### src/rtl/decode_pkg.sv
// Shared types for the decode stage: format codes, skid-buffer states and the
// format selector patterns applied to the top five instruction bits.
package decode_pkg;

  typedef enum logic [2:0] {
    FMT_R3  = 3'd0,
    FMT_R2  = 3'd1,
    FMT_R1  = 3'd2,
    FMT_BR  = 3'd3,
    FMT_JMP = 3'd4,
    FMT_IMM = 3'd5,
    FMT_ILL = 3'd6
  } fmt_e;

  typedef enum logic [1:0] {
    ST_EMPTY = 2'd0,
    ST_ONE   = 2'd1,
    ST_TWO   = 2'd2
  } skid_st_e;

  localparam int DEF_INSTR_W = 9;
  localparam int DEF_REG_W   = 4;
  localparam int DEF_IMM_W   = 8;
  localparam int SEL_W       = 5;

  localparam logic [SEL_W-1:0] SEL_R3  = 5'b00???;
  localparam logic [SEL_W-1:0] SEL_BR  = 5'b0111?;
  localparam logic [SEL_W-1:0] SEL_JMP = 5'b10000;
  localparam logic [SEL_W-1:0] SEL_R2  = 5'b01???;
  localparam logic [SEL_W-1:0] SEL_R1  = 5'b100??;
  localparam logic [SEL_W-1:0] SEL_IMM = 5'b101??;

  // Reference record layout at the default widths.
  typedef struct packed {
    logic [DEF_INSTR_W-1:0] opcode;
    fmt_e                   fmt;
    logic [DEF_REG_W-1:0]   reg0;
    logic [DEF_REG_W-1:0]   reg1;
    logic [DEF_IMM_W-1:0]   imm;
    logic                   illegal;
  } dec_rec_t;

  // Item order encodes decode priority: BR and JMP must be tested before the
  // wider R2/R1 patterns that overlap them.
  function automatic fmt_e classify(input logic [SEL_W-1:0] t);
    fmt_e f;
    casez (t)
      SEL_R3:  f = FMT_R3;
      SEL_BR:  f = FMT_BR;
      SEL_JMP: f = FMT_JMP;
      SEL_R2:  f = FMT_R2;
      SEL_R1:  f = FMT_R1;
      SEL_IMM: f = FMT_IMM;
      default: f = FMT_ILL;
    endcase
    return f;
  endfunction

endpackage

### src/rtl/decode_logic.sv
// Combinational instruction-to-record field split; unused fields are driven to 0.
module decode_logic
  import decode_pkg::*;
#(
  parameter int INSTR_W = 9,
  parameter int REG_W   = 4,
  parameter int IMM_W   = 8,
  parameter int BR_SEXT = 1
) (
  input  logic [INSTR_W-1:0] instr_i,
  output logic [INSTR_W-1:0] opcode_o,
  output fmt_e               fmt_o,
  output logic [REG_W-1:0]   reg0_o,
  output logic [REG_W-1:0]   reg1_o,
  output logic [IMM_W-1:0]   imm_o,
  output logic               illegal_o
);

  fmt_e fmt_s;

  assign fmt_s    = classify(instr_i[INSTR_W-1 -: SEL_W]);
  assign opcode_o = instr_i;
  assign fmt_o    = fmt_s;

  // Field extraction per format.
  always_comb begin
    reg0_o    = '0;
    reg1_o    = '0;
    imm_o     = '0;
    illegal_o = 1'b0;
    case (fmt_s)
      FMT_R3: begin
        reg0_o = REG_W'(instr_i[5:3]);
        reg1_o = REG_W'(instr_i[2:0]);
      end
      FMT_R2: begin
        reg0_o = REG_W'(instr_i[3:2]);
        reg1_o = REG_W'(instr_i[1:0]);
      end
      FMT_R1: reg1_o = REG_W'(instr_i[3:2]);
      FMT_BR: begin
        if (BR_SEXT != 0) begin
          imm_o = IMM_W'($signed(instr_i[3:0]));
        end else begin
          imm_o = IMM_W'(instr_i[3:0]);
        end
      end
      FMT_JMP, FMT_IMM: imm_o = IMM_W'(instr_i[3:0]);
      FMT_ILL: illegal_o = 1'b1;
      default: illegal_o = 1'b1;
    endcase
  end

endmodule

### src/rtl/decode_stage.sv
// Handshaked decode stage with a two-entry skid buffer (main + skid registers).
// Optional illegal-opcode trap is enabled by defining DECODE_TRAP_EN.
module decode_stage
  import decode_pkg::*;
#(
  parameter int INSTR_W = 9,
  parameter int REG_W   = 4,
  parameter int IMM_W   = 8,
  parameter int BR_SEXT = 1
) (
  input  logic               clk,
  input  logic               rst_n,
  input  logic               in_valid,
  output logic               in_ready,
  input  logic [INSTR_W-1:0] in_instr,
  output logic               out_valid,
  input  logic               out_ready,
  output logic [INSTR_W-1:0] out_opcode,
  output fmt_e               out_fmt,
  output logic [REG_W-1:0]   out_reg0,
  output logic [REG_W-1:0]   out_reg1,
  output logic [IMM_W-1:0]   out_imm,
  output logic               out_illegal,
  input  logic               trap_clr,
  output logic               trap
);

  typedef struct packed {
    logic [INSTR_W-1:0] opcode;
    fmt_e               fmt;
    logic [REG_W-1:0]   reg0;
    logic [REG_W-1:0]   reg1;
    logic [IMM_W-1:0]   imm;
    logic               illegal;
  } rec_t;

  logic [INSTR_W-1:0] dec_opcode_s;
  fmt_e               dec_fmt_s;
  logic [REG_W-1:0]   dec_reg0_s;
  logic [REG_W-1:0]   dec_reg1_s;
  logic [IMM_W-1:0]   dec_imm_s;
  logic               dec_illegal_s;

  rec_t     dec_s, main_q, main_d, skid_q, skid_d;
  skid_st_e state_q, state_d;
  logic     trap_q, trap_d;
  logic     in_xfer_s, out_xfer_s, in_ready_s, out_valid_s;

  decode_logic #(
    .INSTR_W(INSTR_W), .REG_W(REG_W), .IMM_W(IMM_W), .BR_SEXT(BR_SEXT)
  ) u_decode (
    .instr_i  (in_instr),
    .opcode_o (dec_opcode_s),
    .fmt_o    (dec_fmt_s),
    .reg0_o   (dec_reg0_s),
    .reg1_o   (dec_reg1_s),
    .imm_o    (dec_imm_s),
    .illegal_o(dec_illegal_s)
  );

  assign dec_s      = '{dec_opcode_s, dec_fmt_s, dec_reg0_s, dec_reg1_s, dec_imm_s, dec_illegal_s};
  assign in_xfer_s  = in_valid && in_ready_s;
  assign out_xfer_s = out_valid_s && out_ready;

  // State register.
  always_ff @(posedge clk or negedge rst_n) begin
    if (!rst_n) begin
      state_q <= ST_EMPTY;
    end else begin
      state_q <= state_d;
    end
  end

  // Next-state and data-path steering for the main and skid entries.
  always_comb begin
    state_d = state_q;
    main_d  = main_q;
    skid_d  = skid_q;
    case (state_q)
      ST_EMPTY: begin
        if (in_xfer_s) begin
          state_d = ST_ONE;
          main_d  = dec_s;
        end else begin
          state_d = ST_EMPTY;
        end
      end
      ST_ONE: begin
        if (in_xfer_s && out_xfer_s) begin
          main_d = dec_s;
        end else if (in_xfer_s) begin
          state_d = ST_TWO;
          skid_d  = dec_s;
        end else if (out_xfer_s) begin
          state_d = ST_EMPTY;
        end else begin
          state_d = ST_ONE;
        end
      end
      ST_TWO: begin
        if (out_xfer_s) begin
          state_d = ST_ONE;
          main_d  = skid_q;
        end else begin
          state_d = ST_TWO;
        end
      end
      default: state_d = ST_EMPTY;
    endcase
  end

  // Outputs depend only on registered state, never on out_ready.
  always_comb begin
    in_ready_s  = (state_q != ST_TWO) && !trap_q;
    out_valid_s = (state_q != ST_EMPTY);
  end

  // Record and trap registers.
  always_ff @(posedge clk or negedge rst_n) begin
    if (!rst_n) begin
      main_q <= '0;
      skid_q <= '0;
      trap_q <= 1'b0;
    end else begin
      main_q <= main_d;
      skid_q <= skid_d;
      trap_q <= trap_d;
    end
  end

`ifdef DECODE_TRAP_EN
  // Clear wins over a new illegal acceptance in the same cycle.
  always_comb begin
    if (trap_clr) begin
      trap_d = 1'b0;
    end else if (in_xfer_s && dec_s.illegal) begin
      trap_d = 1'b1;
    end else begin
      trap_d = trap_q;
    end
  end
`else
  logic unused_trap_clr_s;
  assign unused_trap_clr_s = trap_clr;

  // Trap disabled: illegal records just flow through.
  always_comb begin
    trap_d = 1'b0;
  end
`endif

  assign in_ready    = in_ready_s;
  assign out_valid   = out_valid_s;
  assign out_opcode  = main_q.opcode;
  assign out_fmt     = main_q.fmt;
  assign out_reg0    = main_q.reg0;
  assign out_reg1    = main_q.reg1;
  assign out_imm     = main_q.imm;
  assign out_illegal = main_q.illegal;
  assign trap        = trap_q;

endmodule

### config.mk
export PLATFORM = sky130hd
export DESIGN_NAME = decode_stage
export DESIGN_NICKNAME = d
export VERILOG_FILES = /design/src/rtl/decode_pkg.sv /design/src/rtl/decode_logic.sv /design/src/rtl/decode_stage.sv
export SDC_FILE = /design/constraint.sdc
export NUM_CORES = 1
export LEC_CHECK = 0
export ABC_AREA = 0
export CORE_MARGIN = 10
export CORE_UTILIZATION = 25
export DETAILED_ROUTE_END_ITERATION = 16
export PLACE_DENSITY_LB_ADDON = 0.1
export SKIP_LAST_GASP = 1
export SLEW_MARGIN = 20
export SYNTH_ARGS = -nofsm -noshare
export SYNTH_HDL_FRONTEND = slang
export SYNTH_SLANG_ARGS = --single-unit
### constraint.sdc
create_clock -name clk -period 1.4 [get_ports clk]
set_clock_uncertainty 0.05 [all_clocks]
set_input_delay 0.28 -clock clk [delete_from_list [all_inputs] [get_ports clk]]
set_output_delay 0.28 -clock clk [all_outputs]
set_load 0.02 [all_outputs]
==> flow_metrics.py <==
metrics = {
    "power_and_ir_drop": {
        "p_per_area_mw_per_mm2": 1365,
        "leakage_nw": 1.616,
        "ir_worst_vdd_uv": 543.6,
        "p_total_w": 0.005059,
    },
    "timing": {
        "rsz0062_at_grt": "yes",
        "setup_ws_ps": -225.0,
        "fmax_mhz": 615.4,
        "report.final.setup_viol": 50,
        "slew_violations": 0,
        "min_period_ps": 1625,
        "hold-worst-slack_ps": 432.9,
        "hold_viol": 0,
        "period_share": 1.161,
    },
    "clock_tree": {
        "cts_sinks": 50,
        "cts-htree-levels": 2,
        "clockBufferDepth": 2,
        "cts_root_buffer": "clkbuf_8",
        "clkLatencyLatePin_ps": 310,
        "cts_tree": "yes",
        "clk_pin_slew_ps": 100,
        "numCtsBuffers": 5,
    },
    "synthesis": {
        "synth_top_area_share": 0.5283,
        "synth_seq_cells": 50,
        "synthFlopType": "dfrtp_1",
        "yosysMostFrequentCell": "nand2_1",
        "netlist_area_mm2": 0.002369,
        "synth_cell_types": 31,
        "synth_area_leader_cell": "dfrtp_1",
        "synthTopCellsByArea": "dfrtp_1 (53%), nand2_1 (8.6%), mux2_2 (6.2%)",
        "yosysSeqAreaShare": 0.5283,
        "synthArstFlopShare": 1.000,
        "yosysWarnings": 0,
        "avgSynthCellArea_um2": 9.747,
        "synth_edf_count": 0,
        "syn_inst": 243,
        "yosys-top-cells-count": "nand2_1 (54), dfrtp_1 (50), nor2_1 (22)",
    },
    "floorplan": {
        "die_area_mm2": 0.01377,
        "die_w_um": 117.3,
        "start_util": 0.2563,
        "die_h_um": 117.3,
        "core-area_mm2": 0.009240,
        "pin_count": 46,
        "rows": 35,
    },
    "worst_setup_path": {
        "r2r_start": "state_q[1]",
        "ff2ff_path_depth": 7,
        "r2r-end": "out_reg0[1]",
        "crit_buf_inv": 4,
        "crit_slowest_cell": "dfrtp_1",
        "slowest_delay_ps": 430,
        "crit_type": "reg2reg",
        "critPathArrivalTime_ps": 1770,
        "crit_top_cell": "buf_6",
        "cp-start-kind": "flip-flop",
        "cp_top_family": "buffers and inverters",
        "r2r_slack_ps": -230,
        "worstPathMaxFanout": 6,
        "crit_chain": "buf_6 -> mux2i_4 -> o2bb2ai_4 -> buf_6 -> buf_4 -> buf_16 -> o21a_1",
        "endpoint_kind": "flip-flop",
        "critical_path_required_ps": 1550,
    },
    "finish": {
        "diodes": 0,
        "final-seq-area_mm2": 0.001252,
        "nets": 329,
        "multi_input_area_mm2": 0.001244,
        "syn_to_final_growth_pct": 56.42,
        "utilization": 0.4009,
        "n_fill_cell": 931,
        "drive_gt1_frac": 0.3956,
    },
    "place": {
        "portBuffers": 41,
        "place_hpwl_mm": 4.342,
        "place_congestion": 0.7134,
    },
    "drt": {
        "drc_errors": 0,
        "drtIter0Drc": 64,
        "antenna_left": 0,
        "vias_per_cell": 4.398,
        "num_vias": 1957,
        "drtPass1Iterations": 4,
        "drt-total-wl_mm": 6.847,
        "wl_per_cell_um": 15.39,
    },
    "run_status": {
        "violations": "setup timing",
        "status": "complete, but fails checks",
    },
    "global_route": {
        "overflow": 0,
        "gr-usage-all-layers": 0.09587,
        "grt_pass1_vias": 1986,
        "antenna_found_initial": 0,
        "grt_start_max_net_pins": 51,
        "grt_pass1_wl_mm": 10.93,
    },
    "worst_hold_path": {
        "hold_path_class": "in2async",
    },
    "flow_run": {
        "max_cap_viol_count": 0,
    },
}
-- worst register-to-register path, cell delays in order, from the launching register on --
cell       delay, ps
dfrtp_1          430
buf_6            130
mux2i_4          250
o2bb2ai_4         90
buf_6            130
buf_4            150
buf_16           130
o21a_1           160
-- flip-flops by register name (all words and copies together) (netlist names) --
signal and count:
skid_q 24, out_opcode 9, out_imm 5, out_fmt 3
out_reg0 3, out_reg1 3, state_q 2, out_illegal 1
-- area by class of cell --
class                   count  share of cell area
repair buffers             88              0.2560
clock inverters             2            0.003377
flip-flops and latches     50              0.3381
clock buffers               6             0.02229
inverters                   1            0.001013
multi-input cells         169              0.3357
well taps                 129             0.04357
-- how the worst max path moves through the flow --
stage	start	to	slack, ps	cells past startpoint
global route	state_q[1]	out_reg0[2]	-280	8
global placement	in_instr[6]	out_fmt[2]	-640	6
CTS	state_q[1]	in_ready	-230	3
finish	state_q[1]	out_reg0[1]	-230	7
floorplan	state_q[1]	out_fmt[1]	-30	4
detailed placement	in_instr[6]	out_fmt[1]	-600	5
-- repair_timing --
action / CTS / global route
gates cloned: 3 / 2
endpoints found under the hold margin: 50 / 0
hold buffers: 1 / 0
resized for setup: 77 / 94
setup buffers: 8 / 5
pin swaps: 1 / 12
endpoints found under the setup margin: 75 / 61
-- power breakdown --
group | internal [W] | switching (W)
logic | 0.00105 | 0.000983
clock network | 0.000399 | 0.000520
registers | 0.00184 | 0.000267
-- routing by layer --
metal	routed length [µm]	vias up	part of all wire	track usage
li1	-	970	-	-
met1	3374	944	0.49	0.1277
met2	3087	38	0.45	0.1441
met3	311	5	0.045	0.03022
met4	74	0	0.011	0.02817
met5	0	-	0	0
-- placed cells by master (no fill, tap or decap), types with 3 or more instances in the layout --
cell / n
nand2_2: 10
clkdlybuf4s50_1: 6
nor2_2: 6
dfrtp_1: 49
nand2_4: 4
nor2_1: 11
clkbuf_2: 7
o21ai_0: 4
nor2_4: 5
nor2b_1: 4
nand3_1: 8
a31oi_1: 17
clkdlybuf4s15_1: 5
a21oi_1: 6
dlygate4sd2_1: 20
mux2_4: 14
buf_12: 11
buf_6: 6
buf_4: 23
o21ai_1: 7
conb_1: 3
buf_8: 5
nand2_1: 40
o21ai_2: 6
clkbuf_8: 6
-- metrics by stage --
step	setup TNS, ps	setup slack (ps)	area, µm²	cells
finish	-6516	-225.0	3705	445
global route	-8786	-276.9	3705	445
CTS	-5760	-234.3	3430	440
detailed placement	-21170	-595.5	3042	420
global placement	-20550	-639.9	3042	420
floorplan	-156.9	-28.27	2396	245
-- cell families after synthesis --
logic type,Yosys count,share of synthesized area
compound gates,57,0.1569
buf+inv,26,0.07237
flops,50,0.5283
mux,15,0.07395
other cells,1,0.001583
simple gates,94,0.1669
Power figures use the tool's default switching activity.
